## src/rtl/z_multicycle_ctrl.sv

```systemverilog
// Multi-cycle MIPS sequencer: owns PC/IR, drives z_ALU, the register file and the memory handshake.
// Optional build macro Z_ILLEGAL_TRAP_EN: illegal instructions trap and halt instead of retiring as NOPs.
module z_multicycle_ctrl #(
  parameter logic [31:0] RESET_PC       = 32'h0000_0000,
  parameter int unsigned TIMEOUT_CYCLES = 16
) (
  input  logic        clk,
  input  logic        rst,
  output logic        mem_req,
  output logic        mem_we,
  output logic [31:0] mem_addr,
  output logic [31:0] mem_wdata,
  input  logic [31:0] mem_rdata,
  input  logic        mem_ready,
  output logic [4:0]  rf_ra1,
  output logic [4:0]  rf_ra2,
  input  logic [31:0] rf_rd1,
  input  logic [31:0] rf_rd2,
  output logic        rf_we,
  output logic [4:0]  rf_wa,
  output logic [31:0] rf_wd,
  output logic [31:0] alu_a,
  output logic [31:0] alu_b,
  output logic [4:0]  alu_shamt,
  output logic [31:0] alu_ins,
  input  logic [31:0] alu_out,
  input  logic        alu_zero,
  output logic        instr_done,
  output logic        halted,
  output logic        trap
);

  typedef enum logic [2:0] {
    S_FETCH, S_DECODE, S_EXEC, S_MEM, S_WB, S_HALT
  } state_t;

  localparam logic [5:0] OP_RTYPE = 6'h00;
  localparam logic [5:0] OP_BEQ   = 6'h04;
  localparam logic [5:0] OP_BNE   = 6'h05;
  localparam logic [5:0] OP_ADDIU = 6'h09;
  localparam logic [5:0] OP_ANDI  = 6'h0C;
  localparam logic [5:0] OP_LW    = 6'h23;
  localparam logic [5:0] OP_SW    = 6'h2B;

  localparam logic [5:0] FN_SLL  = 6'h00;
  localparam logic [5:0] FN_SRL  = 6'h02;
  localparam logic [5:0] FN_ADDU = 6'h21;
  localparam logic [5:0] FN_SUB  = 6'h22;
  localparam logic [5:0] FN_NOR  = 6'h27;

  localparam logic [31:0] WD_LAST = (TIMEOUT_CYCLES == 0) ? 32'd0 : 32'(TIMEOUT_CYCLES - 1);

  state_t      state;
  logic [31:0] pc;
  logic [31:0] ir;
  logic [31:0] a_reg;
  logic [31:0] b_reg;
  logic [31:0] wd_cnt;

  logic [5:0]  opcode;
  logic [5:0]  funct;
  logic        is_rtype;
  logic        is_branch;
  logic        is_memop;
  logic        is_store;
  logic        is_legal;
  logic [4:0]  dest_reg;
  logic [31:0] branch_target;
  logic        wd_expired;

  assign opcode    = ir[31:26];
  assign funct     = ir[5:0];
  assign is_rtype  = (opcode == OP_RTYPE);
  assign is_branch = (opcode == OP_BEQ) || (opcode == OP_BNE);
  assign is_memop  = (opcode == OP_LW) || (opcode == OP_SW);
  assign is_store  = (opcode == OP_SW);
  assign is_legal  = is_rtype ? (funct inside {FN_SLL, FN_SRL, FN_ADDU, FN_SUB, FN_NOR})
                              : (opcode inside {OP_BEQ, OP_BNE, OP_ADDIU, OP_ANDI, OP_LW, OP_SW});
  assign dest_reg  = is_rtype ? ir[15:11] : ir[20:16];

  // PC already points past the branch when EXEC runs, so the offset is relative to PC+4.
  assign branch_target = pc + {{14{ir[15]}}, ir[15:0], 2'b00};
  assign wd_expired    = (TIMEOUT_CYCLES != 0) && (wd_cnt == WD_LAST);

  assign rf_ra1    = ir[25:21];
  assign rf_ra2    = ir[20:16];
  assign alu_a     = a_reg;
  assign alu_b     = b_reg;
  assign alu_shamt = ir[10:6];
  assign alu_ins   = ir;

`ifdef Z_ILLEGAL_TRAP_EN
  logic trap_q;
  assign trap = trap_q;
`else
  assign trap = 1'b0;
`endif

  // NOTE: all state here is sequential, so every assignment is non-blocking; blocking
  // assignments would let later statements observe half-updated registers.
  always_ff @(posedge clk or posedge rst) begin
    if (rst) begin
      state      <= S_FETCH;
      pc         <= RESET_PC;
      ir         <= 32'd0;
      a_reg      <= 32'd0;
      b_reg      <= 32'd0;
      wd_cnt     <= 32'd0;
      mem_req    <= 1'b0;
      mem_we     <= 1'b0;
      mem_addr   <= 32'd0;
      mem_wdata  <= 32'd0;
      rf_we      <= 1'b0;
      rf_wa      <= 5'd0;
      rf_wd      <= 32'd0;
      instr_done <= 1'b0;
      halted     <= 1'b0;
`ifdef Z_ILLEGAL_TRAP_EN
      trap_q     <= 1'b0;
`endif
    end else begin
      // NOTE: one-cycle strobes default low every cycle; only the state that fires them sets them.
      rf_we      <= 1'b0;
      instr_done <= 1'b0;

      case (state)
        S_FETCH: begin
          if (!mem_req) begin
            // First fetch after reset: launch the request from PC.
            mem_req  <= 1'b1;
            mem_we   <= 1'b0;
            mem_addr <= pc;
            wd_cnt   <= 32'd0;
          end else if (mem_ready) begin
            mem_req <= 1'b0;
            ir      <= mem_rdata;
            pc      <= pc + 32'd4;
            state   <= S_DECODE;
          end else if (wd_expired) begin
            mem_req <= 1'b0;
            halted  <= 1'b1;
            state   <= S_HALT;
          end else begin
            wd_cnt <= wd_cnt + 32'd1;
          end
        end

        S_DECODE: begin
          a_reg <= rf_rd1;
          b_reg <= rf_rd2;
          if (is_legal) begin
            state <= S_EXEC;
          end else begin
`ifdef Z_ILLEGAL_TRAP_EN
            trap_q <= 1'b1;
            halted <= 1'b1;
            state  <= S_HALT;
`else
            instr_done <= 1'b1;
            mem_req    <= 1'b1;
            mem_we     <= 1'b0;
            mem_addr   <= pc;
            wd_cnt     <= 32'd0;
            state      <= S_FETCH;
`endif
          end
        end

        S_EXEC: begin
          if (is_branch) begin
            // alu_zero already encodes beq/bne polarity.
            if (alu_zero) pc <= branch_target;
            instr_done <= 1'b1;
            mem_req    <= 1'b1;
            mem_we     <= 1'b0;
            mem_addr   <= alu_zero ? branch_target : pc;
            wd_cnt     <= 32'd0;
            state      <= S_FETCH;
          end else if (is_memop) begin
            mem_req   <= 1'b1;
            mem_we    <= is_store;
            mem_addr  <= alu_out;
            mem_wdata <= b_reg;
            wd_cnt    <= 32'd0;
            state     <= S_MEM;
          end else begin
            rf_we <= (dest_reg != 5'd0);
            rf_wa <= dest_reg;
            rf_wd <= alu_out;
            state <= S_WB;
          end
        end

        S_MEM: begin
          if (mem_ready) begin
            if (mem_we) begin
              instr_done <= 1'b1;
              mem_we     <= 1'b0;
              mem_addr   <= pc;
              wd_cnt     <= 32'd0;
              state      <= S_FETCH;
            end else begin
              mem_req <= 1'b0;
              rf_we   <= (ir[20:16] != 5'd0);
              rf_wa   <= ir[20:16];
              rf_wd   <= mem_rdata;
              state   <= S_WB;
            end
          end else if (wd_expired) begin
            mem_req <= 1'b0;
            mem_we  <= 1'b0;
            halted  <= 1'b1;
            state   <= S_HALT;
          end else begin
            wd_cnt <= wd_cnt + 32'd1;
          end
        end

        S_WB: begin
          instr_done <= 1'b1;
          mem_req    <= 1'b1;
          mem_we     <= 1'b0;
          mem_addr   <= pc;
          wd_cnt     <= 32'd0;
          state      <= S_FETCH;
        end

        S_HALT: begin
          mem_req <= 1'b0;
        end

        default: begin
          state <= S_HALT;
        end
      endcase
    end
  end

endmodule

```

## config.mk

```make
export PLATFORM = sky130hd
export DESIGN_NAME = z_multicycle_ctrl
export DESIGN_NICKNAME = d
export VERILOG_FILES = /design/src/rtl/z_multicycle_ctrl.sv
export SDC_FILE = /design/constraint.sdc
export NUM_CORES = 1
export LEC_CHECK = 0
export BUFFER_PORTS_ARGS = -buffer_cell sky130_fd_sc_hd__buf_4
export CAP_MARGIN = 20
export CORE_MARGIN = 4
export CORE_UTILIZATION = 54
export CTS_CLUSTER_DIAMETER = 150
export CTS_CLUSTER_SIZE = 25
export DETAILED_ROUTE_END_ITERATION = 10
export PLACE_DENSITY = 0.81
export SLEW_MARGIN = 15
export SYNTH_ARGS = -nofsm -noshare
export SYNTH_HDL_FRONTEND = slang
export SYNTH_SLANG_ARGS = --single-unit
```

## constraint.sdc

```tcl
create_clock -name clk -period 9.3 [get_ports clk]
set_input_delay 0 -clock clk [delete_from_list [all_inputs] [get_ports clk]]
set_output_delay 0 -clock clk [all_outputs]
set_load 0.01 [all_outputs]
```

# == After elaboration in Yosys (flattened, before gate mapping) ==
# Cells that the tools add are included.
# classes
n_eq_ne,31
mux,72
bitwise,2
n_reduce_logical,24
add_sub_neg,3
# op_table
op,n
32-bit two-way mux,22
32-bit case mux with 5 select lines,2
32-bit case mux with 2 select lines,2
32-bit by 1-bit adder with 32-bit output (second input constant),1
32-bit by 3-bit adder with 32-bit output (second input constant),1
32-bit adder,1
32-bit by 4-bit == test with 1-bit output (second input constant),1
6-bit == test (second input constant),5
1-bit two-way mux,26
5-bit two-way mux,5
3-bit two-way mux,7
2-bit inequality test (second input constant),10
5-bit AND reduction,4
5-bit nonzero test,4
3-bit case mux with 6 select lines,1
3-bit inequality test (second input constant),5
6-bit by 3-bit == test with 1-bit output (second input constant),2
6-bit by 4-bit == test with 1-bit output (second input constant),2
6-bit zero test,2
6-bit nonzero test,2
5-bit case mux with 2 select lines,1
3-bit by 2-bit == test with 1-bit output (second input constant),2
3-bit == test (second input constant),2
6-bit by 2-bit == test with 1-bit output (second input constant),1
14 further kinds,21
# totals
output_inout_bits,218
inputBits,132
reg_bits,269
wordCells,147

# == Depth between registers and ports, before layout ==
# Gate-level depths: netlist of the first run.
# depth
depth_word,6
mapped_depth,10
depth_no_buf,10

# == Least setup slack after synthesis of the first run ==
# No wires, ideal clock.
# synth_path
path_kind,reg-to-reg
startpoint,register ir[15] (netlist: alu_ins[15])
endpoint,register mem_addr[24]
setup_slack_ns,6.670
stages_incl_launch_ff,10
setup_ns,0.125
required_ns,9.175
arrival_time_ns,2.505
synth_period_minus_slack_ns,2.630
n_path_buf,0
cell_sequence,dfrtp_1 ha_1 a21oi_1 o21ai_0 or4_1 o21ai_1 o21bai_1 xnor2_1 o21ai_0 mux2_2
# synth_via
elab_chain_cells,4
# synth_lines
element,line_no,rtl
from (decl),55,logic [31:0] ir;
from (signal assigned),136,ir <= mem_rdata;
32-bit adder,82,"assign branch_target = pc + {{14{ir[15]}}, ir[15:0], 2'b00};"
32-bit two-way mux,n/a,
32-bit two-way mux,170,if (is_branch) begin
32-bit case mux with 5 select lines,126,case (state)
to (signal assigned),132,mem_addr <= pc;
to (signal assigned),176,mem_addr <= alu_zero ? branch_target : pc;
to (signal assigned),182,mem_addr <= alu_out;
to (decl),11,"output logic [31:0] mem_addr,"
# No other way between the ends.
# A chain may end at the register's enable or synchronous reset.

# == Final worst setup path of the first run ==
# layout_path
startpoint,register state[2]
endpoint,register mem_addr[28]
# layout_via
elab_chain_cells,3
elab_cells_between_ends,13
classes_between,eq/ne (9); mux (1); reduce/logical (3)
# layout_lines
element,line_no,rtl
from (decl),53,state_t state;
from (signal assigned),103,state <= S_FETCH;
from (signal assigned),138,state <= S_DECODE;
from (signal assigned),142,state <= S_HALT;
"3-bit by 2-bit == test with 1-bit output, or another cell as far along",126,
"3-bit inequality test (no source line), or another cell as far along",n/a,
6-bit AND reduction (no source line),n/a,
to (signal assigned),132,
to (signal assigned),162,mem_addr <= pc;
to (signal assigned),176,
# Several ways; a longest one is shown, not always the timed one.

==> results of run 1 <==
-- cell usage in the layout, fill, tap and decap left out, drive strengths merged, types with 5 or more instances in the layout --
cell type and count:
o211ai 10, nand3 43, o22ai 15, inv 23, and4 5, o31ai 5, a21oi 135, and3 19
o21a 12, o21bai 6, mux2i 51, nand2b 5, nor2b 10, xor2 21, a221oi 11, nor3 25
dfrtp 267, dlygate4sd3 130, o21ai 70, xnor2 29, a31oi 6, nor4 11, ha 31, nand4 25
a21o 10, or2 7, mux2 101, or3 12, or4 5, and2 5, nor2 134, buf 363
clkbuf 15, nand2 192, nand3b 5, a211oi 10
-- power by group through the flow --
stage	registers (mW)	logic, mW	clock network (mW)
global placement	1.19	0.112	0
finish	1.17	0.162	0.672
floorplan	1.20	0.0343	0
CTS	1.17	0.159	0.673
global route	1.17	0.173	0.720
detailed placement	1.19	0.113	0
-- worst max path at each step --
stage | from | end | slack [ns] | cells past startpoint
6_report | state[2] | mem_addr[28] | 5.76 | 9
5_1_grt | state[2] | mem_addr[28] | 5.52 | 9
2_1_floorplan | rst | alu_a[0] | 1.95 | 1
4_1_cts | state[2] | mem_addr[28] | 5.84 | 9
3_5_place_dp | state[2] | mem_addr[28] | 5.86 | 9
3_3_place_gp | state[2] | wd_cnt[19] | 5.95 | 8
-- metal layers --
layer | share of wire | track usage | routed length, um
met5 | 0 | 0 | 0
met3 | 0.098 | 0.0573 | 4910
met1 | 0.37 | 0.434 | 18600
met4 | 0.048 | 0.136 | 2430
met2 | 0.48 | 0.552 | 24300
-- state kept, by name, summed over array words and instances, names as in the netlist --
register    count
alu_a          32
alu_ins        32
mem_we          1
instr_done      1
alu_b          32
halted          1
rf_we           1
mem_addr       32
pc             30
rf_wd          32
state           3
rf_wa           5
mem_req         1
mem_wdata      32
wd_cnt         32
-- cell usage after synthesis (all sizes together), types with 15 or more instances --
cell and count:
dfrtp 267, nand2 192, a21oi 135, nor2 134, mux2 101, o21ai 70, clkbuf 54, mux2i 51
buf 50, nand3 43, ha 31, xnor2 29, nand4 25, nor3 25, inv 22, xor2 21
and3 19, o22ai 15
-- cells by family after synthesis --
kind of cell,Yosys count,share of synthesized area
AO/OA/AOI/OAI,333,0.144
adder cells (fa/ha/maj),32,0.0286
flip-flops,267,0.468
buffers and inverters,126,0.0400
other,1,0.000263
XOR/XNOR,50,0.0307
AND/OR/NAND/NOR,517,0.173
multiplexers,152,0.115
-- final cells by class --
| type | count | area share |
|---|---|---|
| sequential | 267 | 0.358 |
| multi-input combinational | 1085 | 0.378 |
| antenna | 3 | 0.000403 |
| inverter | 22 | 0.00483 |
| tap | 335 | 0.0225 |
| clock buffer | 15 | 0.0201 |
| timing repair buffer | 493 | 0.216 |
| clock inverter | 1 | 0.000470 |
-- worst min-delay path: cells and delay by family --
kind	cells	cell delay, ns
buf+inv	1	0.26
compound gates	1	0.19
simple gates	1	0.06
-- timing repair --
action / 4_1_cts / 5_1_grt
hold buffers: 130 / 0
endpoints found under the hold margin: 292 / 0
endpoints found under the setup margin: 0 / 0
==> flow_summary.yaml, run 1 <==
global_routing:
  grt_max_degree: 141
  track_usage: 0.332
  antenna_found_initial: 2
  first_global_vias: 13401
  grt_pass1_wl_um: 76600
  grt_overflow: 0
sta:
  setup_viol: 0
  holdWs_ns: 0.0452
  fin_crit_sh: 0.381
  hold_viol: 0
  skew_ns: 0.0161
  fmax_mhz: 282
  worstMarginPinSlew_ns: 1.01
  relSlewSlack: 0.327
  rsz0062_at_grt: "no"
  final_max_slew_viol_count: 0
  setup_tns_ns: 0
  finalWorstSetupSlack_ns: 5.76
  fin_crit_ns: 3.54
die:
  pin_count: 350
  initial_utilization: 0.548
  die_w_um: 171
  die_h_um: 171
  std_cell_rows: 59
  die-area_um2: 29100
  coreArea_um2: 26100
layout:
  final_cells: 2221
  fin_nets: 2047
  ff_latch_area_um2: 6680
  drive_gt1_frac: 0.270
  area_delta_synth_final_pct: 30.6
  finish.utilization: 0.716
  design_area_um2: 18600
  nFillCells: 1814
  multi_input_area_um2: 7040
detailed_routing:
  drt_pass1_iterations: 6
  drc: 0
  vias: 13727
  ant_nets: 0
  via_per_inst: 6.18
  drt-initial-drc-count: 1747
  wl_um: 50300
  routedWlPerCell_um: 22.6
clock_tree:
  ctsResizeCount: 0
  clkTransAtPathRegs_ns: 0.11
  cts-buffers-inserted: 14
  cts_tree: "yes"
  htree_num_levels: 1
  cts_root_buffer: "clkbuf_16"
  cts_num_sinks: 267
  clk_latency_ns: 0.50
  post_cts_buffers: 0
  cts_buffer_depth: 3
pwr:
  power_mw: 2.01
  combinationalPowerShare: 0.081
  power.share.sequential: 0.584
  peakVddDrop_v: 0.000138
  power.density_nw_per_um2: 108
  internal_power_mw: 1.55
  power.switching_mw: 0.458
  switching_share: 0.228
  clockPowerShare: 0.335
  p_leak_nw: 9.23
critical_path:
  cp_top_family: "simple AND/OR/NAND/NOR gates"
  path_class: "reg2reg"
  required_ns: 9.69
  critical_path_buf_inv_count: 1
  regToRegSetupSlack_ns: 5.76
  rr_endpoint: "mem_addr[28]"
  crit_fanout: 42
  end_kind: "register"
  cp.arrival_ns: 3.93
  worstReg2RegStart: "state[2]"
  cp-start-kind: "register"
  max_stage_delay_ns: 0.69
  rr_worst_depth: 9
  slowest_stage: "nand2_2"
  path_cells: "nor2_1, nand2_2, nor2_4, nand2_8, nand4_1, buf_4, a221oi_1, o21ai_0, o21a_1"
synthesis:
  mappedNetlistArea_um2: 14300
  synth_nets: 1642
  avgSynthCellArea_um2: 9.66
  synth_top_cell_area_share: 0.468
  synthFlopType: "dfrtp_1"
  seq_area_frac_synth: 0.468
  synth-seq-cells: 267
  synth_edf_count: 0
  synthArstFlopShare: 1.00
  synthTopCellsByArea: "dfrtp_1, mux2_2, nand2_1, a21oi_1, mux2i_1"
  ys_types: 84
  synth_top_area_cell: "dfrtp_1"
  yosysWarnings: 0
  syn-instance-count: 1478
place:
  dp_cells: 2072
  portBuffers: 348
  place_area_um2: 17000
  routabilityCongestion: 0.939
  pre_cts_ws_ns: 5.86
  dp_hpwl_um: 34000
min_path:
  hold_start: "alu_zero"
  hold_end: "pc[26]"
  hold_path_class: "in2reg"
  whs_path_depth: 3
outcome:
  status: "finished, final reports clean"
flow_run:
  max_cap_violations: 0
(Power assumes the default switching activity.)
==> inputs of run 2 (changes only) <==
--- a/config.mk
+++ b/config.mk
@@ -8,11 +8,11 @@
 export BUFFER_PORTS_ARGS = -buffer_cell sky130_fd_sc_hd__buf_4
 export CAP_MARGIN = 20
 export CORE_MARGIN = 4
-export CORE_UTILIZATION = 54
+export CORE_UTILIZATION = 49
 export CTS_CLUSTER_DIAMETER = 150
 export CTS_CLUSTER_SIZE = 25
 export DETAILED_ROUTE_END_ITERATION = 10
-export PLACE_DENSITY = 0.81
+export PLACE_DENSITY = 0.77
 export SLEW_MARGIN = 15
 export SYNTH_ARGS = -nofsm -noshare
 export SYNTH_HDL_FRONTEND = slang
==> constraint.sdc (replaced) <==
create_clock -name clk -period 2.9 [get_ports clk]
set_input_delay 0 -clock clk [delete_from_list [all_inputs] [get_ports clk]]
set_output_delay 0 -clock clk [all_outputs]
set_load 0.01 [all_outputs]
==> flow_summary.yaml, run 2 (synthesis gave the netlist of run 1 again) <==
detailed_routing:
  drc: 0
  ant_nets: 0
  drt-initial-drc-count: 1212
  drt_pass1_iterations: 8
  wl_um: 51600
  routedWlPerCell_um: 22.1
  via_per_inst: 5.92
  vias: 13841
layout:
  drive_gt1_frac: 0.299
  final_cells: 2339
  final_common_cell: "buf_4"
  finish.utilization: 0.675
  fin_nets: 2116
  final_cell_mix: "buf_4, dfrtp_1, nand2_1, a21oi_1, nor2_1"
  multi_input_area_um2: 7080
  nFillCells: 2128
  area_delta_synth_final_pct: 35.7
  ff_latch_area_um2: 6680
sta:
  rsz0062_at_grt: "yes"
  fin_crit_sh: 0.960
  relSlewSlack: 0.423
  final_max_slew_viol_count: 0
  setup_viol: 0
  fmax_mhz: 359
  hold_viol: 0
  worstMarginPinSlew_ns: 0.864
  fin_crit_ns: 2.78
  skew_ns: 0.0210
pwr:
  power.density_nw_per_um2: 333
  peakVddDrop_v: 0.000318
  power_mw: 6.46
  p_leak_nw: 9.62
die:
  die_h_um: 179
  coreArea_um2: 28700
  die_w_um: 179
  die-area_um2: 31900
  std_cell_rows: 62
  pin_count: 350
  initial_utilization: 0.498
global_routing:
  grt_max_degree: 65
  use_met1: 0.395
  grt_pass1_wl_um: 77900
  track_usage: 0.311
  antenna_found_initial: 4
  met3_usage: 0.0561
  grt_overflow: 0
  first_global_vias: 13534
  grt_use_met2: 0.524
  top_usage_layer: "met2"
critical_path:
  required_ns: 3.30
  max_stage_delay_ns: 0.44
  cp-start-kind: "register"
  end_kind: "register"
  path_class: "reg2reg"
  cp.arrival_ns: 3.19
  crit_path_start: "pc[2]"
  worstReg2RegStart: "pc[2]"
  critical_path_buf_inv_count: 0
  path_cells: "ha_1, fa_1, a21oi_1, o22ai_1, o221a_2, a221oi_4, o21ai_1, xnor2_1, o211ai_1, o21a_1"
  slowest_stage: "dfrtp_2"
  cp_top_family: "compound AO/OA/AOI/OAI gates"
  crit_fanout: 4
clock_tree:
  clk_latency_ns: 0.50
  cts_tree: "yes"
  htree_num_levels: 1
  cts_num_sinks: 267
  clkTransAtPathRegs_ns: 0.11
  cts_buffer_depth: 3
  cts_root_buffer: "clkbuf_16"
  cts-buffers-inserted: 14
place:
  dp_hpwl_um: 36300
  routabilityCongestion: 0.965
  portBuffers: 348
  dp_cells: 2189
outcome:
  status: "finished, final reports clean"
min_path:
  hold_path_class: "in2reg"
  hold_start: "alu_zero"
flow_run:
  max_cap_violations: 0
run 2: cell type report:
cell class	instances	share of cell area
Antenna cell	3	0.000387
Clock buffer	15	0.0194
Clock inverter	1	0.000452
Inverter	22	0.00446
Multi-Input combinational cell	1085	0.365
Sequential cell	267	0.345
Tap cell	384	0.0248
Timing Repair Buffer	562	0.240
run 2: repair_timing:
item                                    4_1_cts  5_1_grt
buffers inserted                              0        1
hold buffers                                130        0
endpoints found under the setup margin        0       12
gates resized for setup                       0        9
endpoints found under the hold margin       183        0
run 2: power by group:
part / internal, mW / leakage [nW] / switching [mW]
Combinational: 0.298 / 5.81 / 0.239
Clock: 0.939 / 0.189 / 1.22
Sequential: 3.74 / 3.62 / 0.0139
Total: 4.98 / 9.62 / 1.48
run 2: stage by stage:
stage          cell area (um^2)  hold WS (ns)  TNS, ns  worst slack, ns
2_1_floorplan             14300         0.105  -167.00           -0.625
3_3_place_gp              17600         0.200        0           0.0833
3_5_place_dp              17600         0.209        0           0.0713
4_1_cts                   19300        0.0299        0           0.0449
5_1_grt                   19400        0.0692  -0.0943          -0.0610
6_report                  19400        0.0413        0            0.116
run 2: worst min-delay path: cells and delay by family:
family / cells / cell delay, ns
and+or+nand+nor: 1 / 0.05
buffers and inverters: 1 / 0.26
AOI/OAI and AO/OA: 1 / 0.19
run 2: final timing paths:
path,slack (ns),depth (start not counted),endpoint
worst min register to register,0.50,2,mem_addr[17]
max in group asynchronous,1.90,4,pc[10]
worst max-delay path,0.12,10,mem_addr[22]
min in group asynchronous,0.24,3,alu_a[22]
worst min-delay path,0.04,3,pc[26]
worst max register to register,0.12,10,mem_addr[22]
run 2: routing by layer:
layer / wire length (um) / up-vias
met2: 25000 / 751
met4: 2680 / 2
met3: 4290 / 167
met5: 11 / -
li1: - / 6221
met1: 19600 / 6700
==> inputs of run 3 (changes only) <==
--- a/config.mk
+++ b/config.mk
@@ -5,7 +5,7 @@
 export SDC_FILE = /design/constraint.sdc
 export NUM_CORES = 1
 export LEC_CHECK = 0
-export BUFFER_PORTS_ARGS = -buffer_cell sky130_fd_sc_hd__buf_4
+export BUFFER_PORTS_ARGS = -buffer_cell sky130_fd_sc_hd__clkbuf_2
 export CAP_MARGIN = 20
 export CORE_MARGIN = 4
 export CORE_UTILIZATION = 49
@@ -13,7 +13,7 @@
 export CTS_CLUSTER_SIZE = 25
 export DETAILED_ROUTE_END_ITERATION = 10
 export PLACE_DENSITY = 0.77
-export SLEW_MARGIN = 15
+export SLEW_MARGIN = 5
 export SYNTH_ARGS = -nofsm -noshare
 export SYNTH_HDL_FRONTEND = slang
 export SYNTH_SLANG_ARGS = --single-unit
==> flow_summary.yaml, run 3 (synthesis gave the netlist of run 1 again) <==
place:
  place_area_um2: 16900
  pre_cts_ws_ns: 0.0349
  dp_hpwl_um: 36200
  dp_cells: 2208
  portBuffers: 348
  routabilityCongestion: 0.934
clock_tree:
  cts_num_sinks: 267
  cts_buffer_depth: 3
  cts_root_buffer: "clkbuf_16"
  clk_latency_ns: 0.51
  clkTransAtPathRegs_ns: 0.11
  cts_tree: "yes"
  htree_num_levels: 1
  cts-buffers-inserted: 14
min_path:
  hold_path_class: "in2reg"
  hold_start: "mem_ready"
  whs_path_depth: 3
  hold_end: "state[0]"
layout:
  nFillCells: 2247
  final_common_cell: "clkbuf_2"
  ff_latch_area_um2: 6680
  design_area_um2: 18600
  drive_gt1_frac: 0.307
  final_cells: 2359
  finish.utilization: 0.649
  fin_nets: 2136
  final_cell_mix: "clkbuf_2, dfrtp_1, nand2_1, a21oi_1, nor2_1"
  multi_input_area_um2: 7090
  area_delta_synth_final_pct: 30.5
pwr:
  p_leak_nw: 9.46
  internal_power_mw: 4.92
  switching_share: 0.230
  peakVddDrop_v: 0.000313
  clockPowerShare: 0.338
  power.density_nw_per_um2: 343
  power_mw: 6.39
  combinationalPowerShare: 0.074
  power.switching_mw: 1.47
  power.share.sequential: 0.588
sta:
  worstMarginPinSlew_ns: 0.935
  relSlewSlack: 0.375
  rsz0062_at_grt: "no"
  setup_tns_ns: 0
  hold_viol: 0
  fin_crit_sh: 0.964
  final_max_slew_viol_count: 0
  fin_crit_ns: 2.80
  holdWs_ns: 0.0583
  skew_ns: 0.0253
  finalWorstSetupSlack_ns: 0.105
  setup_viol: 0
  fmax_mhz: 358
die:
  die_w_um: 179
  die-area_um2: 31900
  initial_utilization: 0.498
  die_h_um: 179
  std_cell_rows: 62
  pin_count: 350
  coreArea_um2: 28700
detailed_routing:
  drc: 0
  drt-initial-drc-count: 1453
  via_per_inst: 5.92
  ant_nets: 0
  wl_um: 51300
  vias: 13958
  routedWlPerCell_um: 21.8
  drt_pass1_iterations: 7
critical_path:
  crit_fanout: 9
  cp.arrival_ns: 3.17
  rr_worst_depth: 9
  rr_endpoint: "pc[27]"
  path_class: "reg2reg"
  cp-start-kind: "register"
  end_kind: "register"
  required_ns: 3.27
  crit_path_start: "pc[4]"
  regToRegSetupSlack_ns: 0.10
  worstReg2RegStart: "pc[4]"
global_routing:
  first_global_vias: 14029
  top_usage_layer: "met2"
  track_usage: 0.313
  use_met1: 0.381
  grt_overflow: 0
  antenna_found_initial: 3
  grt_max_degree: 75
  grt_pass1_wl_um: 78800
  grt_use_met2: 0.512
  met3_usage: 0.0806
outcome:
  status: "finished, final reports clean"
flow_run:
  max_cap_violations: 0
## run 3: how the worst max path moves through the flow
| stage | end | slack (ns) | cells after the start |
|---|---|---|---|
| after floorplan | alu_a[0] | -0.63 | 1 |
| after global placement | mem_addr[24] | 0.11 | 10 |
| after detailed placement | mem_addr[24] | 0.03 | 10 |
| after CTS | mem_addr[24] | 0.03 | 10 |
| after global routing | mem_addr[21] | 0.007 | 9 |
| final | pc[27] | 0.10 | 9 |
## run 3: area by class of cell
class                      count  area share
sequential                   267       0.359
clock inverter                 1    0.000470
timing repair buffer         582       0.210
antenna                        3    0.000403
clock buffer                  15      0.0201
multi-input combinational   1085       0.380
tap                          384      0.0258
inverter                      22     0.00463
## run 3: power by group through the flow
stage | Clock, mW | Sequential [mW] | Combinational (mW)
2_1_floorplan | 0 | 3.84 | 0.110
3_3_place_gp | 0 | 3.83 | 0.310
3_5_place_dp | 0 | 3.83 | 0.317
4_1_cts | 2.19 | 3.76 | 0.461
5_1_grt | 2.33 | 3.76 | 0.511
6_report | 2.16 | 3.76 | 0.474
## run 3: critical path: stages (launching register included)
cell	delay, ns
dfrtp_1	0.48
ha_1	0.41
and4_1	0.23
o21ai_1	0.07
buf_4	0.16
a21o_1	0.23
o31ai_2	0.42
a31oi_1	0.25
xor2_1	0.26
o221ai_1	0.15
## run 3: routing by layer
layer	wire, um	up-vias
li1	-	6252
met1	18700	6660
met2	24300	817
met3	5020	227
met4	3300	2
met5	18	-
## run 3: what timing repair did
action	4_1_cts	5_1_grt
endpoints found under the hold margin	180	0
endpoints found under the setup margin	0	17
hold buffers	130	0
buffers inserted	0	1
resized for setup	0	12
